[src/rtl/vga_timing_gen_if.sv]
// Video timing bundle: run enable toward the generator, pixel position, syncs and pulses back out.
interface vga_timing_gen_if #(
  parameter int unsigned HW = 10,
  parameter int unsigned VW = 10
) ();
  logic          en;
  logic [HW-1:0] HPIXEL;
  logic [VW-1:0] VPIXEL;
  logic          VGA_HSYNC;
  logic          VGA_VSYNC;
  logic          DE;
  logic          LINE_START;
  logic          FRAME_START;

  modport master (
    input  en,
    output HPIXEL, VPIXEL, VGA_HSYNC, VGA_VSYNC, DE, LINE_START, FRAME_START
  );

  modport slave (
    output en,
    input  HPIXEL, VPIXEL, VGA_HSYNC, VGA_VSYNC, DE, LINE_START, FRAME_START
  );
endinterface

[src/rtl/vga_timing_gen.sv]
// VGA raster timing generator: pixel-rate divider, h/v counters and registered sync/DE decode.
module vga_timing_gen #(
  parameter int unsigned H_ACTIVE = 640,
  parameter int unsigned H_FP     = 16,
  parameter int unsigned H_SYNC   = 96,
  parameter int unsigned H_BP     = 48,
  parameter int unsigned V_ACTIVE = 480,
  parameter int unsigned V_FP     = 10,
  parameter int unsigned V_SYNC   = 2,
  parameter int unsigned V_BP     = 33,
  parameter bit          HS_POL   = 1'b0,
  parameter bit          VS_POL   = 1'b0,
  parameter int unsigned CE_DIV   = 2,
  parameter int unsigned HW       = 10,
  parameter int unsigned VW       = 10
) (
  input  logic clk,
  input  logic reset,
  vga_timing_gen_if.master vga
);

  localparam int unsigned H_TOTAL  = H_ACTIVE + H_FP + H_SYNC + H_BP;
  localparam int unsigned V_TOTAL  = V_ACTIVE + V_FP + V_SYNC + V_BP;
  localparam int unsigned HS_START = H_ACTIVE + H_FP;
  localparam int unsigned HS_END   = HS_START + H_SYNC;
  localparam int unsigned VS_START = V_ACTIVE + V_FP;
  localparam int unsigned VS_END   = VS_START + V_SYNC;
  localparam int unsigned DW       = (CE_DIV > 1) ? $clog2(CE_DIV) : 1;

  // Reject parameter sets the counters cannot represent.
  if (HW < $clog2(H_TOTAL)) begin : g_hw_chk
    $error("vga_timing_gen: HW too small for H_TOTAL");
  end
  if (VW < $clog2(V_TOTAL)) begin : g_vw_chk
    $error("vga_timing_gen: VW too small for V_TOTAL");
  end
  if (CE_DIV < 1 || CE_DIV > 16) begin : g_div_chk
    $error("vga_timing_gen: CE_DIV out of range 1..16");
  end

  logic [DW-1:0] div, div_nxt;
  logic [HW-1:0] hcnt, h_nxt;
  logic [VW-1:0] vcnt, v_nxt;
  logic          tick;
  logic          de_n, hs_n, vs_n;
  int unsigned   hn, vn;

  // Next position and its decode; outputs register these so they always match the counters.
  always_comb begin
    tick    = vga.en && (div == DW'(CE_DIV - 1));
    div_nxt = div;
    h_nxt   = hcnt;
    v_nxt   = vcnt;
    if (vga.en) div_nxt = tick ? '0 : div + DW'(1);
    if (tick) begin
      if (hcnt == HW'(H_TOTAL - 1)) begin
        h_nxt = '0;
        v_nxt = (vcnt == VW'(V_TOTAL - 1)) ? '0 : vcnt + VW'(1);
      end else begin
        h_nxt = hcnt + HW'(1);
      end
    end
    hn   = 32'(h_nxt);
    vn   = 32'(v_nxt);
    de_n = (hn < H_ACTIVE) && (vn < V_ACTIVE);
    hs_n = (hn >= HS_START) && (hn < HS_END);
    vs_n = (vn >= VS_START) && (vn < VS_END);
  end

  // Reset parks the counters on the last pixel so the first tick lands on (0,0).
  always_ff @(posedge clk or negedge reset) begin
    if (!reset) begin
      div             <= '0;
      hcnt            <= HW'(H_TOTAL - 1);
      vcnt            <= VW'(V_TOTAL - 1);
      vga.HPIXEL      <= '0;
      vga.VPIXEL      <= '0;
      vga.DE          <= 1'b0;
      vga.VGA_HSYNC   <= ~HS_POL;
      vga.VGA_VSYNC   <= ~VS_POL;
      vga.LINE_START  <= 1'b0;
      vga.FRAME_START <= 1'b0;
    end else begin
      div             <= div_nxt;
      hcnt            <= h_nxt;
      vcnt            <= v_nxt;
      vga.LINE_START  <= tick && (h_nxt == '0);
      vga.FRAME_START <= tick && (h_nxt == '0) && (v_nxt == '0);
      if (tick) begin
        vga.HPIXEL    <= de_n ? h_nxt : '0;
        vga.VPIXEL    <= de_n ? v_nxt : '0;
        vga.DE        <= de_n;
        vga.VGA_HSYNC <= hs_n ? HS_POL : ~HS_POL;
        vga.VGA_VSYNC <= vs_n ? VS_POL : ~VS_POL;
      end
    end
  end

endmodule

[src/flat_wrapper.sv]
// flat-port wrapper written by rule: the top's interface ports become plain ports
module vga_timing_gen_flat 
#(
  parameter int unsigned H_ACTIVE = 640,
  parameter int unsigned H_FP     = 16,
  parameter int unsigned H_SYNC   = 96,
  parameter int unsigned H_BP     = 48,
  parameter int unsigned V_ACTIVE = 480,
  parameter int unsigned V_FP     = 10,
  parameter int unsigned V_SYNC   = 2,
  parameter int unsigned V_BP     = 33,
  parameter bit          HS_POL   = 1'b0,
  parameter bit          VS_POL   = 1'b0,
  parameter int unsigned CE_DIV   = 2,
  parameter int unsigned HW       = 10,
  parameter int unsigned VW       = 10
)
  (clk, reset, vga_en, vga_HPIXEL, vga_VPIXEL, vga_VGA_HSYNC, vga_VGA_VSYNC, vga_DE, vga_LINE_START, vga_FRAME_START);
  vga_timing_gen_if #(.HW(HW), .VW(VW)) vga_i ();
  input  logic clk;
  input  logic reset;
  input wire logic [$bits(vga_i.en)-1:0] vga_en;
  output wire logic [$bits(vga_i.HPIXEL)-1:0] vga_HPIXEL;
  output wire logic [$bits(vga_i.VPIXEL)-1:0] vga_VPIXEL;
  output wire logic [$bits(vga_i.VGA_HSYNC)-1:0] vga_VGA_HSYNC;
  output wire logic [$bits(vga_i.VGA_VSYNC)-1:0] vga_VGA_VSYNC;
  output wire logic [$bits(vga_i.DE)-1:0] vga_DE;
  output wire logic [$bits(vga_i.LINE_START)-1:0] vga_LINE_START;
  output wire logic [$bits(vga_i.FRAME_START)-1:0] vga_FRAME_START;
  assign vga_i.en = vga_en;
  assign vga_HPIXEL = vga_i.HPIXEL;
  assign vga_VPIXEL = vga_i.VPIXEL;
  assign vga_VGA_HSYNC = vga_i.VGA_HSYNC;
  assign vga_VGA_VSYNC = vga_i.VGA_VSYNC;
  assign vga_DE = vga_i.DE;
  assign vga_LINE_START = vga_i.LINE_START;
  assign vga_FRAME_START = vga_i.FRAME_START;
  vga_timing_gen #(.H_ACTIVE(H_ACTIVE), .H_FP(H_FP), .H_SYNC(H_SYNC), .H_BP(H_BP), .V_ACTIVE(V_ACTIVE), .V_FP(V_FP), .V_SYNC(V_SYNC), .V_BP(V_BP), .HS_POL(HS_POL), .VS_POL(VS_POL), .CE_DIV(CE_DIV), .HW(HW), .VW(VW)) u_core (.clk(clk), .reset(reset), .vga(vga_i));
endmodule
[config.mk]
export PLATFORM = sky130hd
export DESIGN_NAME = vga_timing_gen_flat
export DESIGN_NICKNAME = d
export VERILOG_FILES = /design/src/rtl/vga_timing_gen_if.sv /design/src/rtl/vga_timing_gen.sv /design/src/flat_wrapper.sv
export SDC_FILE = /design/constraint.sdc
export NUM_CORES = 1
export LEC_CHECK = 0
export ABC_CLOCK_PERIOD_IN_PS = 3050
export CORE_UTILIZATION = 40
export DETAILED_ROUTE_END_ITERATION = 12
export DONT_BUFFER_PORTS = 1
export GPL_TIMING_DRIVEN = 1
export SLEW_MARGIN = 20
export SYNTH_ARGS = -nofsm -noshare
export SYNTH_HDL_FRONTEND = slang
export SYNTH_SLANG_ARGS = --single-unit
[constraint.sdc]
create_clock -name clk -period 3.05 [get_ports clk]
set_input_delay 0.915 -clock clk [delete_from_list [all_inputs] [get_ports clk]]
set_output_delay 0.915 -clock clk [all_outputs]
set_load 0.02 [all_outputs]
==> metrics.md <==
| Metric | Value |
|---|---|
| Final setup TNS | 0 ns |
| Final Core Density | 46.8% |
| Final Hold Viols | 0 |
| Share of the synthesized area in the top cell type | 34.0% |
| Gpl congestion | 0.911 |
| CP Capture Type | flop |
| CTS resizes | 0 |
| Setup Viol. Count Final | 0 |
| Crit-path cells | ha_1 -> nor4b_4 -> nand2_2 -> or4_1 -> a222oi_1 -> nor2_1 -> buf_4 -> a32o_1 |
| N_diodes | 0 |
| Setup slack at placement | 0.171 ns |
| Async SR Flop Fraction | 100% |
| CP max stage delay | 0.58 ns |
| PwrDens | 645 mW/mm² |
| Reg2reg start | u_core.hcnt[0] |
| Met1 GRT Util | 32.0% |
| VDD IR max | 484 µV |
| Fmax achieved | 349 MHz |
| Met2 usage | 29.9% |
| Cell Area, Synth | 0.00250 mm² |
| Final Max Tran Viols | 0 |
| Post-synth EDFFs | 0 |
| # rows | 28 |
| Largest net degree at the start of global routing | 47 |
| Post-route minimum period | 2.86 ns |
| Drt wl/cell | 18.3 µm |
| Clock Tree Root | clkbuf_8 |
| Max stage delay cell, worst path | dfstp_2 |
| Top_reg_cell synth | dfrtp_1 |
| Post-synthesis sequential area ratio | 46.6% |
| Slew of the pin with the lowest slew margin | 0.434 ns |
| Critical path peak fanout | 20 |
| Via Count | 2074 |
| Cell leakage power | 1.23 nW |
| Clk sinks | 46 |
| CTS tree | done |
| Syn Area/Cell | 9.75 µm² |
| Initial Util | 41.8% |
| Flops & latches, synth | 46 |
| Detailed placer's ending HPWL | 4.24 mm |
| Num ports | 28 |
| Critical path type | flop to flop |
| Remaining Overflow, GRT | 0 |
| Crit path DAT | 3.06 ns |
| GRT Util Overall | 21.3% |
| R2R cell count | 8 |
| 1st-iter DRT viols | 212 |
| Core Box Area | 0.00599 mm² |
| Top-count cell post-synth | dfrtp_1 |
| First-pass GRT wire length | 10.4 mm |
| Post-Syn Nets | 263 |
| Library cells used by synthesis | 53 |
| Worst-path clk slew | 0.09 ns |
| Die Width | 81.1 µm |
| Commonest cells in the netlist | dfrtp_1 (34), a32o_1 (17), nand2_1 (16), nor2_1 (16), clkbuf_1 (14) |
| PnR worst setup slack | 0.188 ns |
| Status | finished clean |
| First drt pass iteration count | 4 |
| Global route hottest layer | met1 |
| Area Growth Syn to Fin | 11.9% |
| DRC Markers | 0 |
| Final Skew | 0.00548 ns |
| Ys Warns | 0 |
| Vias in the first global route | 2036 |
| Syn Inst Count | 257 |
| Initial antenna violation count | 0 |
| Final wirelength | 6.19 mm |
| Die height | 81.1 µm |
| Post-CTS setup repair buffer count | 0 |
| Slew headroom | 70.2% |
| Setup slack, reg-to-reg | 0.19 ns |
| Detail Route Antenna Nets | 0 |
| DP Cell Count | 331 |
| Total CTS buffers | 5 |
| Share of cells above drive strength 1 | 15.5% |
| Hold buffer count at CTS | 0 |
| Top post-synthesis cells by area | dfrtp_1 (34%), dfstp_2 (13%), a32o_1 (6.8%) |
| Met3 Track Usage GR | 4.72% |
| DIE AREA | 0.00658 mm² |
| # port buffers | 0 |
| Crit Reg-Reg Endpoint | u_core.vga.HPIXEL[1] |
| Worst skew pair latency | 0.30 ns |
| Power, Total | 1.81 mW |
| Worst EP required | 3.25 ns |
| Startpoint types | flop |
| Vias per cell | 6.12 |
| RSZ-0062 raised after global routing | no |
| Crit path from | u_core.hcnt[0] |
| HP Class | primary input to async pin |
| # nets final | 269 |
| Synth area leader | dfrtp_1 |
| Final Non-Filler Cells | 339 |
| CTS max path bufs | 2 |
| Maxcap violations | 0 |
| H-tree Lvls | 2 |
| Final period util | 93.8% |
==> worst max path at each step <==
stage                                       to  slack (ns)  cells after the start
after global routing      u_core.vga.HPIXEL[0]        0.02                      8
after floorplan           u_core.vga.HPIXEL[0]        0.18                      8
after detailed placement  u_core.vga.HPIXEL[0]        0.17                      7
after global placement    u_core.vga.HPIXEL[0]        0.18                      7
final                     u_core.vga.HPIXEL[1]        0.19                      8
after CTS                 u_core.vga.HPIXEL[1]        0.19                      8
==> worst max-delay path, delay by kind of cell (launching register included) <==
family	cells	cell delay, ns
and+or+nand+nor	4	1.05
buffers and inverters	1	0.22
DFF	1	0.58
AOI/OAI and AO/OA	2	0.70
adders and majority gates	1	0.21
==> report_power, final <==
| part | switching [mW] | leakage (nW) | total (mW) | internal, mW |
|---|---|---|---|---|
| Combinational | 0.213 | 0.579 | 0.388 | 0.176 |
| Sequential | 0.144 | 0.578 | 0.860 | 0.717 |
| Clock | 0.210 | 0.0714 | 0.560 | 0.350 |
| Total | 0.567 | 1.23 | 1.81 | 1.24 |
==> area by class of cell <==
class                   instances  area, µm²
clock buffers                   6       82.6
clock inverters                 2       60.1
fillers                       562       3190
inverters                      13       48.8
multi-input cells             180       1210
flip-flops and latches         46       1170
well taps                      75       93.8
repair buffers                 17        140
==> metal layers <==
metal / routed length [µm] / up-vias
li1: - / 975
met1: 3120 / 1032
met2: 2620 / 58
met3: 343 / 9
met4: 103 / 0
met5: 0 / -
==> cells in the final DEF (no fill, tap or decap), drive strengths merged, types with 7 or more instances in the layout <==
master	netlist	final
dfrtp	34	34
nand4	8	8
o21ai	7	7
and2	14	14
dfstp	12	12
buf	4	17
a32o	17	17
a21oi	11	11
and3	9	9
nand3	11	11
nor2	16	16
nand2	17	17
inv	13	13
==> through the flow <==
step	hold slack, ns	instance area (µm²)
6_report	0.299	2800
5_1_grt	0.274	2800
4_1_cts	0.288	2800
3_5_place_dp	0.525	2660
3_3_place_gp	0.522	2660
2_1_floorplan	0.498	2500
==> state kept, by name, indices dropped and copies added, names as in the netlist <==
name	flops
u_core.vga.HPIXEL	10
u_core.vga.VGA_HSYNC	1
u_core.div	1
u_core.vga.LINE_START	1
u_core.vcnt	10
u_core.hcnt	10
u_core.vga.VPIXEL	10
u_core.vga.VGA_VSYNC	1
u_core.vga.DE	1
u_core.vga.FRAME_START	1
==> cells by family (layout without fill, tap and decap cells) <==
logic type / after synthesis / count (layout) / synth area share [%]
AND/OR/NAND/NOR: 103 / 103 / 23.5
AO/OA/AOI/OAI: 65 / 65 / 20.1
flip-flops: 46 / 46 / 46.6
buffers and inverters: 31 / 38 / 5.04
XOR/XNOR: 6 / 6 / 2.10
adder cells (fa/ha/maj): 3 / 3 / 1.50
multiplexers: 3 / 3 / 1.25
Power figures use the tool's default switching activity.
